===== src/rtl/led_dimmer.sv =====
// PWM LED dimmer with bus-written target level and stepped fade.
// Define LED_DIMMER_BLINK_EN to add the per-LED blink mask at address 29.
module led_dimmer #(
  parameter int PRESCALE = 1000,
  parameter int RAMP_DIV = 16
) (
  input  logic       clk,
  input  logic       rst_n,
  input  logic [3:0] D,
  input  logic [4:0] dir,
  input  logic       MemWrite,
  input  logic [3:0] led_in,
  output logic [3:0] led_out,
  output logic [3:0] level,
  output logic       busy
);

  localparam int PW = (PRESCALE > 1) ? $clog2(PRESCALE) : 1;
  localparam int RW = (RAMP_DIV > 1) ? $clog2(RAMP_DIV) : 1;

  typedef enum logic [1:0] {
    IDLE,
    RAMP_UP,
    RAMP_DOWN
  } state_t;

  state_t          state_q, state_d;
  logic [PW-1:0]   presc_cnt_q, presc_cnt_d;
  logic [3:0]      pwm_cnt_q, pwm_cnt_d;
  logic [RW-1:0]   ramp_cnt_q, ramp_cnt_d;
  logic [3:0]      tgt_q, tgt_d;
  logic [3:0]      level_q, level_d;
  logic [3:0]      led_out_q, led_out_d;
  logic            busy_q, busy_d;

  logic tick;
  logic pend;
  logic up;
  logic dn;
  logic on;
  logic [3:0] blank;

`ifdef LED_DIMMER_BLINK_EN
  logic [3:0] mask_q, mask_d;
  logic [5:0] per_cnt_q, per_cnt_d;
  logic       phase_q, phase_d;
`endif

  always_comb begin
    tick = (presc_cnt_q == PW'(PRESCALE - 1));
    pend = tick && (pwm_cnt_q == 4'hf);
    up   = (tgt_q > level_q);
    dn   = (tgt_q < level_q);
    on   = (pwm_cnt_q < level_q) || (level_q == 4'hf);

    presc_cnt_d = tick ? '0 : presc_cnt_q + 1'b1;
    pwm_cnt_d   = pwm_cnt_q + {3'b000, tick};
    tgt_d       = (MemWrite && dir == 5'd30) ? D : tgt_q;
    state_d     = state_q;
    level_d     = level_q;
    ramp_cnt_d  = ramp_cnt_q;
    blank       = 4'h0;

`ifdef LED_DIMMER_BLINK_EN
    mask_d    = (MemWrite && dir == 5'd29) ? D : mask_q;
    per_cnt_d = per_cnt_q + {5'b0, pend};
    phase_d   = (pend && per_cnt_q == 6'd63) ? ~phase_q : phase_q;
    blank     = phase_q ? 4'h0 : mask_q;
`endif

    unique case (state_q)
      IDLE: begin
        if (up)      state_d = RAMP_UP;
        else if (dn) state_d = RAMP_DOWN;
      end
      RAMP_UP, RAMP_DOWN: begin
        if (!up && !dn) begin
          state_d    = IDLE;
          ramp_cnt_d = '0;
        end else begin
          // direction follows tgt so a mid-ramp rewrite never overshoots
          state_d = up ? RAMP_UP : RAMP_DOWN;
          if (pend) begin
            if (ramp_cnt_q == RW'(RAMP_DIV - 1)) begin
              ramp_cnt_d = '0;
              level_d    = up ? level_q + 4'd1 : level_q - 4'd1;
            end else begin
              ramp_cnt_d = ramp_cnt_q + 1'b1;
            end
          end
        end
      end
      default: state_d = IDLE;
    endcase

    busy_d    = (state_d != IDLE);
    led_out_d = led_in & {4{on}} & ~blank;
  end

  always_ff @(posedge clk) begin
    if (!rst_n) begin
      state_q     <= IDLE;
      presc_cnt_q <= '0;
      pwm_cnt_q   <= '0;
      ramp_cnt_q  <= '0;
      tgt_q       <= 4'hf;
      level_q     <= 4'hf;
      led_out_q   <= 4'h0;
      busy_q      <= 1'b0;
`ifdef LED_DIMMER_BLINK_EN
      mask_q      <= 4'h0;
      per_cnt_q   <= '0;
      phase_q     <= 1'b1;
`endif
    end else begin
      state_q     <= state_d;
      presc_cnt_q <= presc_cnt_d;
      pwm_cnt_q   <= pwm_cnt_d;
      ramp_cnt_q  <= ramp_cnt_d;
      tgt_q       <= tgt_d;
      level_q     <= level_d;
      led_out_q   <= led_out_d;
      busy_q      <= busy_d;
`ifdef LED_DIMMER_BLINK_EN
      mask_q      <= mask_d;
      per_cnt_q   <= per_cnt_d;
      phase_q     <= phase_d;
`endif
    end
  end

  assign led_out = led_out_q;
  assign level   = level_q;
  assign busy    = busy_q;

endmodule


===== config.mk =====
export PLATFORM = sky130hd
export DESIGN_NAME = led_dimmer
export DESIGN_NICKNAME = d
export VERILOG_FILES = /design/src/rtl/led_dimmer.sv
export SDC_FILE = /design/constraint.sdc
export NUM_CORES = 1
export LEC_CHECK = 0
export CAP_MARGIN = 20
export CORE_ASPECT_RATIO = 1.75
export CORE_MARGIN = 10
export CORE_UTILIZATION = 48
export CTS_CLUSTER_DIAMETER = 100
export CTS_CLUSTER_SIZE = 20
export DETAILED_ROUTE_END_ITERATION = 10
export GPL_ROUTABILITY_DRIVEN = 1
export PLACE_DENSITY = 0.75
export SETUP_SLACK_MARGIN = 0.4
export SLEW_MARGIN = 10
export SYNTH_ARGS = -nofsm -noshare
export SYNTH_HDL_FRONTEND = slang
export SYNTH_SLANG_ARGS = --single-unit

===== constraint.sdc =====
create_clock -name clk -period 2.6 [get_ports clk]
set_input_delay 0.78 -clock clk [delete_from_list [all_inputs] [get_ports clk]]
set_output_delay 0.78 -clock clk [all_outputs]
set_load 0.02 [all_outputs]

# Yosys cells after proc, flatten, opt, wreduce, memory -nomap -nowiden
# Cells that the tools add are included.
# Widths: inputs -> output; s select.
totals:
  ff_bits: 33
  out_inout_bits: 9
  elab_cells: 48
op_classes:
  n_addsub: 5
  n_lt_le_gt_ge: 3
  eq_ne: 7
  n_mux: 9
  bitwise: 3
  reduce_logical: 13
op_table:
  columns: ["op", "count"]
  rows:
  - ["$mux 4", 4]
  - ["$eq 4x4->1 const B", 3]
  - ["$add 10x1->10 const B", 1]
  - ["$eq 10x10->1 const B", 1]
  - ["$add 4x1->4 const B", 2]
  - ["$lt 4x4->1", 2]
  - ["$mux 2", 4]
  - ["$eq 5x5->1 const B", 1]
  - ["$add 4x1->4", 1]
  - ["$and 4x4->4", 1]
  - ["$gt 4x4->1", 1]
  - ["$pmux 2 s2", 1]
  - ["$reduce_and 4->1", 1]
  - ["$reduce_bool 2->1", 2]
  - ["$reduce_or 2->1", 2]
  - ["$sub 4x1->4 const B", 1]
  - ["$logic_and 1x1->1", 3]
  - ["$eq 2x1->1 const B", 1]
  - ["$eq 2x2->1 const B", 1]
  - ["$logic_not 1->1", 2]
  - ["$logic_not 2->1", 1]
  - ["$not 1->1", 2]
  - ["$reduce_and 2->1", 1]
  - ["$logic_or 1x1->1", 1]

# Depth between registers and ports, before layout
# Gate-level depths: netlist (run 1).
depth:
  ltp_word: 6
  ltp_mapped: 12

# Worst setup path after synthesis (run 1)
# OpenSTA, ideal clock, no wires.
synth_path:
  path_kind: "flip-flop to flip-flop"
  start: "reg level_q[1] (netlist: level[1])"
  end: "reg level_q[3] (netlist: level[3])"
  setup_time_ns: 0.123
  arrival_ns: 2.567
  required_ns: 2.477
  slack_ns: -0.090
  path_stages_with_launch: 13
  n_path_buf: 0
  period_less_slack_ns: 2.690
  path_cell_list: "dfxtp_1 -> inv_1 -> ha_1 -> nor2b_1 -> o21bai_1 -> nand2_1 -> nand2_1 -> ha_1 -> a21o_1 -> a21oi_1 -> nand3_1 -> a21boi_1 -> mux2_1"
synth_between:
  elab_chain_cells: 5
  word_cells_on_any_way: 10
synth_rtl:
  columns: ["item", "line_no", "text"]
  rows:
  - ["start: declaration", "32", "logic [3:0] level_q, level_d;"]
  - ["start signal: assignment", "121", "level_q <= level_d;"]
  - ["$gt 4x4->1 / $lt 4x4->1 (equally long branches)", "52, 53", null]
  - ["$logic_not 1->1", "77", "if (!up && !dn) begin"]
  - ["$logic_and 1x1->1", "77", null]
  - ["$not 1->1 (no source line)", null, null]
  - ["$reduce_and 4->1 (no source line)", null, null]
# Parallel ways exist; a longest one is shown, timed or not.
# A chain may end at the register's enable or synchronous reset.

# Final worst setup path (run 1)
layout_path:
  start: "reg level_q[0] (netlist: level[0])"
  end: "reg level_q[3] (netlist: level[3])"
# Same word-level chain as after synthesis.

==> flow_summary_export.csv, run 1 <==
group,metric,value,unit
critical_path,path_max_fanout,7,
sta,maxSlewViolCount,0,
detailed_routing,viasPerCell,5.47,
critical_path,slowest_stage,"dfxtp_4",
synthesis,synth_cell_types,40,
sta,tightestPinTransition,0.561,ns
synthesis,syn_avg_cell_area,9.43,um^2
sta,final.setup.tns,0,ns
pwr,cellPowerDensity,451,nW/um^2
synthesis,synth.area.top_cells,"dfxtp_1, ha_1, nand2_1",
grt,grt_first_pass_wirelength,6580,um
clock_network,clkLatencyLatePin,0.29,ns
clock_network,cts_sinks,33,
critical_path,crit_path_cell_trace,"ha_2 -> nand4_1 -> nand2_4 -> ha_4 -> a21o_1 -> a21oi_2 -> nand3_1 -> a21boi_2 -> mux2_4",
detailed_routing,ant_nets,0,
critical_path,critPathBufInv,0,
die,dieHeight,98.4,um
synthesis,synth_common_cells,"dfxtp_1, nand2_1, ha_1",
pwr,power_frac_comb,0.088,
die,initial_core_util,0.497,
die,dieArea,6380,um^2
flow_run,drv_cap,0,
finish,multi_input_area,1090,um^2
detailed_routing,wl,4030,um
clock_network,clk_path_buf_depth,2,
pwr,cellLeakagePower,1.00,nW
detailed_routing,num_vias,1444,
die,ios,25,
critical_path,slowest_delay,0.38,ns
finish,area_growth,35.7,%
placement,place_congestion,0.894,
synthesis,synth_area,1690,um^2
synthesis,ys_seq_area_frac,0.391,
critical_path,cp-end-kind,"flop",
synthesis,yosysTopAreaCell,"dfxtp_1",
grt,antenna_found_initial,0,
synthesis,synth_seq_cells,33,
finish,regArea,677,um^2
pwr,power_switching,233,uW
pwr,power.internal,799,uW
sta,setup_viol,0,
finish,layout-drive-gt1-share,0.228,
synthesis,synth.top_cell.area_share,0.391,
hold_path,min_path_type,"reg -> reg",
sta,slew_headroom,0.624,
pwr,peakVddDrop,395,uV
synthesis,netlist_instances,179,
placement,hpwl,3130,um
placement,io_buffers,24,
detailed_routing,drc_errors,0,
sta,setup_ws,0.298,ns
grt,overflow,0,
sta,final.period_utilization,0.886,
placement,dp_slack,0.194,ns
synthesis,synth_edf_count,0,
critical_path,critical_path.top_delay_family,"adder cells",
pwr,seqPwrFrac,0.502,
detailed_routing,first_pass_iters,4,
detailed_routing,drt_iter0_markers,45,
critical_path,crit_required,2.78,ns
synthesis,synth_flop_cell,"dfxtp_1",
clock_network,cts_tree,"done",
sta,grt_setup_unrepaired,"yes",
critical_path,arrival,2.48,ns
detailed_routing,routedWlPerCell,15.3,um
finish,num-nets-final,250,
critical_path,cp-start-kind,"flop",
sta,fmax,434,MHz
sta,post-route-min-period,2.30,ns
pwr,clkPwrFrac,0.410,
synthesis,yosysMostFrequentCell,"dfxtp_1",
grt,grt_start_max_net_pins,11,
grt,grt_pass1_vias,1503,
clock_network,cts-root-buf,"clkbuf_8",
die,row_count,28,
pwr,swShare,0.226,
clock_network,clk_pin_slew_worst_paths,0.07,ns
sta,hold_viol_final,0,
die,core,3400,um^2
synthesis,async_flop_share,0,
grt,grt_use_total,0.129,
critical_path,critical_path_class,"reg -> reg",
synthesis,syn-num-nets,211,
clock_network,cts_buffers,5,
synthesis,ys_warn_count,0,
die,die_w,64.8,um
clock_network,htreeDepth,2,
sta,finalClockSkew,0.00747,ns
finish,n_fill_cell,271,
outcome,status,"complete, no violations",
finish,antennaDiodeCount,0,
-- layout by cell type (no fill, tap or decap), types with 4 or more instances in the layout --
master	count
nor2_1	9
xnor2_1	6
a21o_1	5
and2_1	6
clkdlybuf4s50_1	23
ha_1	10
inv_1	5
dfxtp_1	28
dfxtp_4	4
xor2_1	5
nand4_1	6
buf_4	11
nand3_1	8
clkbuf_8	7
nand2_1	18
o21ai_0	6
a21oi_1	8
ha_4	4
-- routing by layer --
layer	vias up	wire length [um]	GRT usage	share of wire
met3	16	158	0.0408	0.039
met4	0	169	0.0877	0.042
met2	31	2180	0.237	0.54
met5	-	0	0	0
li1	711	-	-	-
met1	686	1520	0.113	0.38
-- per-stage QoR --
stage                     utilization  instances  hold slack, ns  instance area, um^2  total power [mW]
after floorplan                     -        179           0.430                 1790             0.574
after CTS                       0.662        261           0.470                 2250              1.04
after global placement          0.619        249           0.441                 2100             0.614
after global routing            0.674        264           0.491                 2290              1.07
after detailed placement        0.619        249           0.455                 2100             0.617
final                           0.674        264           0.468                 2290              1.03
-- cells by family after synthesis --
family                     synth area share
AOI/OAI and AO/OA                     0.128
xor gates and xnor gates             0.0571
muxes                                0.0245
buffers and inverters                0.0245
and+or+nand+nor                       0.252
DFF                                   0.391
adders and majority gates             0.123
-- power groups by stage --
stage | combinational, mW | sequential (mW) | clock (mW)
after floorplan | 0.0385 | 0.535 | 0
after global placement | 0.0843 | 0.530 | 0
after detailed placement | 0.0866 | 0.531 | 0
after CTS | 0.0881 | 0.519 | 0.437
after global routing | 0.0998 | 0.519 | 0.453
final | 0.0909 | 0.518 | 0.423
-- state kept, by name, indices dropped and copies added, names as in the netlist --
signal / cells
pwm_cnt_q: 4
presc_cnt_q: 10
state_q: 2
busy: 1
ramp_cnt_q: 4
tgt_q: 4
level: 4
led_out: 4
-- cell type report --
class,count,area share
Tap cell,45,0.0246
Clock inverter,1,0.00219
Timing Repair Buffer,35,0.142
Multi-Input combinational cell,135,0.478
Sequential cell,33,0.296
Clock buffer,7,0.0421
Inverter,8,0.0153
-- final timing paths --
path,from,end,slack (ns),cells past startpoint
min reg2reg,presc_cnt_q[0],presc_cnt_q[0],0.47,1
max,level[0],level[3],0.30,9
max reg2reg,level[0],level[3],0.30,9
min,presc_cnt_q[0],presc_cnt_q[0],0.47,1
-- timing repair --
item	4_1_cts	5_1_grt
gates cloned	0	0
resized for setup	4	6
hold buffers	0	0
buffers inserted	4	3
setup endpoints to repair	1	2
pin swaps	2	5
Note: power is estimated with default switching activity, not from simulation.
==> run 2: changes to the inputs <==
CELL_PAD_IN_SITES_DETAIL_PLACEMENT = 0   (was unset)
CELL_PAD_IN_SITES_GLOBAL_PLACEMENT = 2   (was unset)
CORE_UTILIZATION = 30   (was 48)
SLEW_MARGIN = 15   (was 10)
==> run 2 against run 1 <==
Wire length fell by 1.4%. Sequential power about the same. Combinational power shrank 3.9%. Die area increased by 43%. Utilization is 25 points lower. Global-route usage is 3.6 points lower. Design area up 2.0%. Clock-buffer cell count is 1 lower. Via count shrank 2.4%. Critical endpoint unchanged.
==> flow_summary_export.csv, run 2 (same netlist as run 1, synthesis figures left out) <==
group,metric,value,unit
critical_path,path_max_fanout,4,
finish,postLayoutCoreUtil,0.422,
detailed_routing,routedWlPerCell,13.5,um
grt,grt_pass1_vias,1490,
critical_path,crit_path_cell_trace,"inv_4 -> ha_4 -> nand2_4 -> o21bai_4 -> nand2_2 -> nand2_4 -> ha_4 -> a21o_1 -> a21oi_2 -> nand3_1 -> a21boi_1 -> mux2_1",
clock_network,cts_tree,"done",
sta,slew_headroom,0.632,
placement,place_congestion,0.804,
grt,met1_usage,0.0899,
critical_path,worstRegToRegCells,12,
sta,finalClockSkew,0.00766,ns
clock_network,cts-root-buf,"clkbuf_8",
grt,grt_first_pass_wirelength,6910,um
die,dieArea,9140,um^2
clock_network,htreeDepth,2,
clock_network,clkLatencyLatePin,0.28,ns
critical_path,slowest_delay,0.36,ns
detailed_routing,drc_errors,0,
sta,hold_viol_final,0,
finish,mostFrequentLayoutCells,"dfxtp_1, clkdlybuf4s50_1, nand2_1",
flow_run,drv_cap,0,
grt,grt_busiest_layer,"met2",
die,die_w,76.7,um
grt,overflow,0,
finish,mostFrequentLayoutCell,"dfxtp_1",
critical_path,critical_path_class,"reg -> reg",
sta,final.setup.tns,0,ns
clock_network,clk_path_buf_depth,2,
hold_path,min_path_type,"reg -> reg",
die,initial_core_util,0.305,
pwr,peakVddDrop,259,uV
finish,num-nets-final,250,
finish,layout-drive-gt1-share,0.219,
critical_path,cp-end-kind,"flop",
outcome,status,"complete, no violations",
sta,final.period_utilization,0.883,
grt,use_met2,0.174,
placement,hpwl,3150,um
placement,io_buffers,24,
detailed_routing,wl,3980,um
pwr,cellPowerDensity,476,nW/um^2
sta,post-route-min-period,2.30,ns
die,dieHeight,119,um
detailed_routing,ant_nets,0,
die,row_count,36,
die,core,5540,um^2
clock_network,cts_buffers,5,
finish,largest_reg_flops,10,
finish,area_growth,38.4,%
sta,maxSlewViolCount,0,
sta,grt_setup_unrepaired,"yes",
critical_path,crit_required,2.77,ns
grt,grt_start_max_net_pins,24,
grt,use_met3,0.0264,
grt,antenna_found_initial,0,
critical_path,cp-start-kind,"flop",
detailed_routing,first_pass_iters,4,
die,ios,25,
detailed_routing,num_vias,1410,
hold_path,min_delay_path_depth,1,
finish,regMostFlops,"presc_cnt_q",
clock_network,ctsHoldBuffers,0,
clock_network,clk_pin_slew_worst_paths,0.07,ns
critical_path,arrival,2.46,ns
pwr,cellLeakagePower,1.01,nW
critical_path,slowest_stage,"dfxtp_4",
detailed_routing,drt_iter0_markers,97,
grt,grt_use_total,0.0929,
clock_network,cts_sinks,33,
sta,fmax,436,MHz
detailed_routing,viasPerCell,4.78,
sta,tightestPinTransition,0.549,ns
finish,antennaDiodeCount,0,
sta,setup_viol,0,
## run 2: cell types whose count changed in the layout (fill, tap and decap cells not counted), sizes merged
cell / change
bufinv: +1
clkbuf: -1
clkdlybuf4s50: -1
clkinv: -1
dlymetal6s2s: +1
inv: +1
## run 2: critical path, delay by kind of cell (launching register included)
kind / cells / cell delay [ns]
flip-flops: 1 / 0.36
adder cells (fa/ha/maj): 2 / 0.50
AND/OR/NAND/NOR: 4 / 0.31
multiplexers: 1 / 0.33
AO/OA/AOI/OAI: 4 / 0.65
buffers and inverters: 1 / 0.04
## run 2: worst paths after layout
| path | slack, ns | end | start |
|---|---|---|---|
| setup / recovery | 0.30 | level[3] | level[3] |
| hold / removal | 0.47 | presc_cnt_q[0] | presc_cnt_q[0] |
| setup reg to reg | 0.30 | level[3] | level[3] |
| hold reg to reg | 0.47 | presc_cnt_q[0] | presc_cnt_q[0] |
## run 2: cell type report
class                      count  area, um^2
timing repair buffer          35         328
multi-input combinational    135        1080
fill                         561        3200
sequential                    33         674
tap                           76        95.1
clock buffer                   6        82.6
clock inverter                 2        36.3
inverter                       8        37.5
## run 2: layer usage
metal	share of wire	vias to the layer above
li1	-	712
met1	0.39	664
met2	0.56	26
met3	0.031	8
met4	0.023	0
met5	0	-
## run 2: repair_timing
item                                    in CTS  in global routing
resized for setup                            5                  3
pin swaps                                    8                  2
endpoints found under the hold margin        0                  0
buffers inserted                             7                  0
cloned                                       0                  0
endpoints found under the setup margin       1                  4
## run 2: report_power, final
group          switching, mW  leakage (nW)  total (mW)  internal, mW
logic                 0.0403         0.677      0.0874        0.0472
registers            0.00650         0.267       0.519         0.512
clock network          0.192        0.0617       0.505         0.312
## run 2: through the flow
stage | power [mW] | std cells | hold slack (ns) | setup slack [ns] | area (um^2)
floorplan | 0.574 | 179 | 0.430 | 0.300 | 1790
global placement | 0.615 | 280 | 0.442 | 0.251 | 2140
detailed placement | 0.617 | 280 | 0.470 | 0.221 | 2140
CTS | 1.14 | 295 | 0.485 | 0.278 | 2330
global route | 1.17 | 295 | 0.522 | 0.189 | 2340
finish | 1.11 | 295 | 0.473 | 0.305 | 2340
==> RTL edit 1, RTL diff (config.mk and constraints of run 1) <==
The 3 states of `state_t` get a one-hot encoding in 3 bits.
--- a/src/rtl/led_dimmer.sv
+++ b/src/rtl/led_dimmer.sv
@@ -18,10 +18,10 @@
   localparam int PW = (PRESCALE > 1) ? $clog2(PRESCALE) : 1;
   localparam int RW = (RAMP_DIV > 1) ? $clog2(RAMP_DIV) : 1;
 
-  typedef enum logic [1:0] {
-    IDLE,
-    RAMP_UP,
-    RAMP_DOWN
+  typedef enum logic [2:0] {
+    IDLE      = 3'b001,
+    RAMP_UP   = 3'b010,
+    RAMP_DOWN = 3'b100
   } state_t;
 
   state_t          state_q, state_d;
Function: same outputs for any inputs over 10 cycles, from zero or initial values and one cycle with rst_n low; not proved beyond that.
==> RTL edit 1 against run 1 <==
  * Fmax shrank 0.90%
  * Synthesized area is essentially flat
  * Sequential cell count grew 1
  * Setup slack lost 21 ps
  * Total power shrank 2.6%
  * Design area grew 2.2%
  * Wire length grew 9.1%
  * Clock skew is essentially flat
==> RTL edit 1: results (changes against run 1) <==
Finish
  – Final #Nets: 255 (+2.0%)
  – Max reg flops: 10 (unchanged)
  – Largest Register: presc_cnt_q
  – Ant diodes: 0 (unchanged)
  – Share of cells above drive strength 1: 0.2434 (+0.01505)
  – Layout fillers: 279 (+3.0%)

Global route
  – Pin count of the biggest net entering global routing: 12 (+1)
  – Tot GR Track Use: 0.1414 (+0.01256)
  – Number of global-route vias before repair: 1560 (+3.8%)
  – First-pass GRT wire length: 7093 µm (+7.9%)
  – Initial antenna violation count: 0 (unchanged)

Worst setup path
  – CP max FO: 4 (-3)
  – Worst Path Arrival: 2510 ps (+30 ps)
  – FF-to-FF path depth: 12 (+3)
  – Top delay family on crit path: compound AO/OA/AOI/OAI gates
  – Worst R2R Start: level[3]$_SDFFE_PN1P_
  – WS Path Type: reg2reg
  – FF-to-FF End: level[3]$_SDFFE_PN1P_
  – Crit-path max cell delay: 360 ps (-20 ps)
  – Crit-path slowest cell: dfxtp_4

Placed design
  – Dpl cell area: 2054 µm² (-2.3%)
  – Placement Setup Slack: 187.5 ps (-6.426 ps)
  – PortBufs: 24 (unchanged)
  – Routability congestion estimate from global placement: 0.8412 (-5.9%)
  – Dpl hpwl: 3082 µm (-1.5%)

Drt
  – Via count: 1479 (+2.4%)
  – Drt pass-1 iters: 4 (unchanged)
  – DRT iter0 DRCs: 66 (+47%)
  – Post-DR wirelength/cell: 16.23 µm (+6.2%)

Power
  – VDD IR max: 0.3321 mV (-16%)
  – Lkg Pwr: 1.035 nW (+3.4%)

Synthesis
  – Post-Synthesis Net Count: 208 (-1.4%)
  – Top post-synthesis cells by count: dfxtp_1 (34), nand2_1 (17), nor2_1 (14)
  – Ys async rst share: 0 (unchanged)
  – Syn. warnings: 0 (unchanged)
  – Synth cell types: 38 (-5.0%)
  – Share of the yosys chip area belonging to registers: 0.4036 (+0.01216)
  – Most frequent cell after synthesis: dfxtp_1
  – Top post-synthesis cells by area: dfxtp_1 (40%), ha_1 (9.6%), xor2_1 (5.2%), nand2_1 (3.8%), nor2_1 (3.1%)

Timing
  – Min Tclk post-route: 2323 ps (+20.88 ps)
  – Max Clock Skew: 7.901 ps (+0.4281 ps)
  – Slew HR: 0.6767 (+0.05300)

Clock network
  – Clock-pin slew on the worst setup and hold paths: 70 ps (about the same)
  – Htree depth: 2 (unchanged)
  – Total CTS buffers: 5 (unchanged)
  – Clock Tree Root: clkbuf_8
  – Clock sink count: 34 (+3.0%)
  – Worst skew pair latency: around 300 ps
  – Clock Path Buffers: 2 (unchanged)

Min path
  – Hold/Removal Path Class: reg2reg

Run status
  – Status: finished, final reports clean
[RTL edit 1: worst min-delay path by stage]
stage | slack (ps) | endpoint | depth (start not counted) | start
after CTS | 480 | ramp_cnt_q[3]$_SDFFE_PN0P_ | 2 | ramp_cnt_q[3]$_SDFFE_PN0P_
after floorplan | 450 | ramp_cnt_q[3]$_SDFFE_PN0P_ | 2 | ramp_cnt_q[3]$_SDFFE_PN0P_
after global routing | 510 | ramp_cnt_q[3]$_SDFFE_PN0P_ | 2 | ramp_cnt_q[3]$_SDFFE_PN0P_
final | 480 | ramp_cnt_q[3]$_SDFFE_PN0P_ | 2 | ramp_cnt_q[3]$_SDFFE_PN0P_
after detailed placement | 470 | ramp_cnt_q[3]$_SDFFE_PN0P_ | 2 | ramp_cnt_q[3]$_SDFFE_PN0P_
after global placement | 460 | ramp_cnt_q[3]$_SDFFE_PN0P_ | 2 | ramp_cnt_q[3]$_SDFFE_PN0P_
[RTL edit 1: layout make-up]
type,count,area (µm²),area share
clock inverters,3,16.27,0.006948
clock buffers,5,68.82,0.02940
multi-input cells,135,1075,0.4591
well taps,45,56.30,0.02405
flip-flops and latches,34,698.2,0.2982
repair buffers,43,399.1,0.1705
inverters,6,27.53,0.01176
[RTL edit 1: stage by stage]
| step | instances | power [mW] | hold slack [ps] |
|---|---|---|---|
| global route | 271 | 1.045 | 505.9 |
| floorplan | 178 | 0.5816 | 448.2 |
| detailed placement | 246 | 0.6243 | 474.2 |
| CTS | 267 | 1.003 | 482.8 |
| global placement | 246 | 0.6217 | 461.8 |
| finish | 271 | 1.005 | 482.8 |
[RTL edit 1: cells by family after synthesis]
logic type / synth area share
buf+inv: 0.02003
xor+xnor: 0.06751
fa+ha+maj: 0.1083
mux: 0.03042
simple gates: 0.2545
compound gates: 0.1157
flops: 0.4036
[RTL edit 1: timing repair]
item | CTS | global route
setup buffers | 13 | 4
pin swaps | 3 | 10
hold endpoints to repair | 0 | 0
setup endpoints to repair | 1 | 4
gates resized for setup | 5 | 15
[RTL edit 1: routing by layer]
layer / vias to the layer above / track usage / routed length (µm)
li1: 719 / - / -
met1: 699 / 0.1232 / 1662
met2: 42 / 0.2546 / 2320
met3: 19 / 0.04875 / 183
met4: 0 / 0.1043 / 230
met5: - / 0 / 0
[RTL edit 1: worst min-delay path, delay by kind of cell, from the launching register on]
kind | cells | cell delay, ps
flops | 1 | 330
simple gates | 1 | 60
compound gates | 1 | 50
[RTL edit 1: report_power, final]
part | total, mW | switching, mW | internal (mW)
Sequential | 0.534 | 0.00802 | 0.526
Combinational | 0.0915 | 0.0396 | 0.0519
Clock | 0.380 | 0.197 | 0.183
Total | 1.01 | 0.244 | 0.761
==> RTL edit 2, RTL diff (settings of run 1) <==
Made on the original files. Build with the macro `LED_DIMMER_BLINK_EN` defined.
--- a/src/rtl/led_dimmer.sv
+++ b/src/rtl/led_dimmer.sv
@@ -1,5 +1,7 @@
 // PWM LED dimmer with bus-written target level and stepped fade.
 // Define LED_DIMMER_BLINK_EN to add the per-LED blink mask at address 29.
+`define LED_DIMMER_BLINK_EN
+
 module led_dimmer #(
   parameter int PRESCALE = 1000,
   parameter int RAMP_DIV = 16
Check against the original RTL: same outputs for any inputs over 10 cycles, from zero or initial values and one cycle with rst_n low; that may be too few to reach the edited logic, so the function may still have changed.
==> RTL edit 2 against run 1 <==
  * Synthesized area is 28% higher
  * Total power rose by 26%
  * Sequential cell count grew 11
  * Sequential power grew 33%
  * Wire length rose by 12%
  * Setup slack got worse by 29 ps
  * Design area up 21%
  * Combinational power is 6.3% higher
  * Utilization down 4.3 points
  * Critical path type unchanged
  * Largest power group unchanged
==> RTL edit 2: results (changes against run 1) <==
Global route
  – Tot GR Track Use: 0.1193 (-0.009566)
  – Number of global-route vias before repair: 1778 (+18%)
  – Pin count of the biggest net entering global routing: 20 (+9)
  – Initial antenna violation count: 0 (unchanged)
  – First-pass GRT wire length: 7652 µm (+16%)

Placed design
  – Routability congestion estimate from global placement: 0.7761 (-13%)
  – Dpl hpwl: 3455 µm (+10%)
  – PortBufs: 24 (unchanged)

Clock network
  – Clock Tree Root: clkbuf_8
  – Total CTS buffers: 5 (unchanged)
  – Htree depth: 2 (unchanged)
  – Worst skew pair latency: 290 ps (about the same)
  – Clock-pin slew on the worst setup and hold paths: 80 ps
  – Clock Path Buffers: 2 (unchanged)

Drt
  – Routed wire length: 4508 µm (+12%)
  – Via count: 1689 (+17%)
  – DRT iter0 DRCs: 82 (+82%)
  – Drt pass-1 iters: 4 (unchanged)

Worst setup path
  – CP max FO: 3 (-4)
  – Crit-path slowest cell: dfxtp_4
  – Worst Path Arrival: 2520 ps (+40 ps)
  – Top delay family on crit path: compound AO/OA/AOI/OAI gates
  – Crit-path max cell delay: 360 ps (-20 ps)

Finish
  – Biggest regs: presc_cnt_q: 10 flops, per_cnt_q: 6 flops
  – Ant diodes: 0 (unchanged)
  – Final #Nets: 301 (+20%)
  – Layout fillers: 390 (+44%)
  – Share of cells above drive strength 1: 0.1978 (-0.03055)

Synthesis
  – Top post-synthesis cells by count: dfxtp_1 (44), nand2_1 (18), ha_1 (17)
  – Post-Synthesis Net Count: 264 (+25%)
  – Share of the yosys chip area belonging to registers: 0.4065 (+0.01507)
  – Synth cell types: 39 (-2.5%)
  – Syn. warnings: 0 (unchanged)
  – Ys async rst share: 0 (unchanged)
  – Top post-synthesis cells by area: dfxtp_1 (41%), ha_1 (9.8%), nand3_1 (3.5%), mux2i_1 (3.2%), xor2_1 (3.2%)

Timing
  – Worst slew pin tran: 635.9 ps (+75.22 ps)
  – Max Clock Skew: 7.202 ps (-0.2701 ps)

Power
  – Lkg Pwr: 1.157 nW (+16%)
  – VDD IR max: 0.8294 mV (+110%)

Min path
  – Hold/Removal Path Class: reg2reg

Run status
  – Status: finished, final reports clean
-- RTL edit 2: final timing paths --
check                            startpoint                         to  slack [ps]  cells after the start
setup reg to reg      level[2]$_SDFFE_PN1P_      level[3]$_SDFFE_PN1P_         270                     12
hold / removal    presc_cnt_q[0]$_SDFF_PP0_  presc_cnt_q[0]$_SDFF_PP0_         440                      1
setup / recovery      level[2]$_SDFFE_PN1P_      level[3]$_SDFFE_PN1P_         270                     12
hold reg to reg   presc_cnt_q[0]$_SDFF_PP0_  presc_cnt_q[0]$_SDFF_PP0_         440                      1
-- RTL edit 2: cells by family (layout without fill, tap and decap cells) --
group                      Yosys count  in the layout  share of synthesized area
buffers and inverters               13             51                    0.02251
DFF                                 44             44                     0.4065
AOI/OAI and AO/OA                   39             39                     0.1126
and+or+nand+nor                     94             94                     0.2569
adders and majority gates           18             18                     0.1074
muxes                                8              8                    0.03753
xor gates and xnor gates            14             14                    0.05658
-- RTL edit 2: what timing repair did --
item,in CTS,in global routing
gates resized for setup,9,8
endpoints found under the setup margin,4,5
setup buffers,5,1
pin swaps,5,3
-- RTL edit 2: routing by layer --
| metal | track usage | routed length (µm) | vias up |
|---|---|---|---|
| li1 | - | - | 882 |
| met3 | 0.02821 | 102 | 6 |
| met2 | 0.2375 | 2655 | 17 |
| met5 | 0 | 0 | - |
| met1 | 0.1076 | 1684 | 784 |
| met4 | 0.05694 | 65 | 0 |
-- RTL edit 2: layout make-up --
type	instances	area (µm²)	share of cell area
inverter	9	33.78	0.01217
tap	51	63.81	0.02298
clock buffer	5	68.82	0.02479
clock inverter	3	41.29	0.01487
multi-input combinational	173	1355	0.4881
sequential	44	894.6	0.3222
timing repair buffer	34	319.1	0.1149
-- RTL edit 2: power by group --
part | switching [mW] | internal [mW] | total, mW
clock | 0.234 | 0.285 | 0.520
sequential | 0.00663 | 0.681 | 0.688
combinational | 0.0442 | 0.0525 | 0.0966
total | 0.285 | 1.02 | 1.30
-- RTL edit 2: stage by stage --
stage               instances  area, µm²  power, mW  worst slack, ps    util
floorplan                 230       2245     0.7503            300.3       -
CTS                       318       2746      1.325            275.7  0.6236
global route              319       2776      1.357            154.1  0.6304
global placement          305       2564     0.7945            243.0  0.5821
finish                    319       2776      1.304            269.0  0.6304
detailed placement        305       2564     0.7963            188.9  0.5821
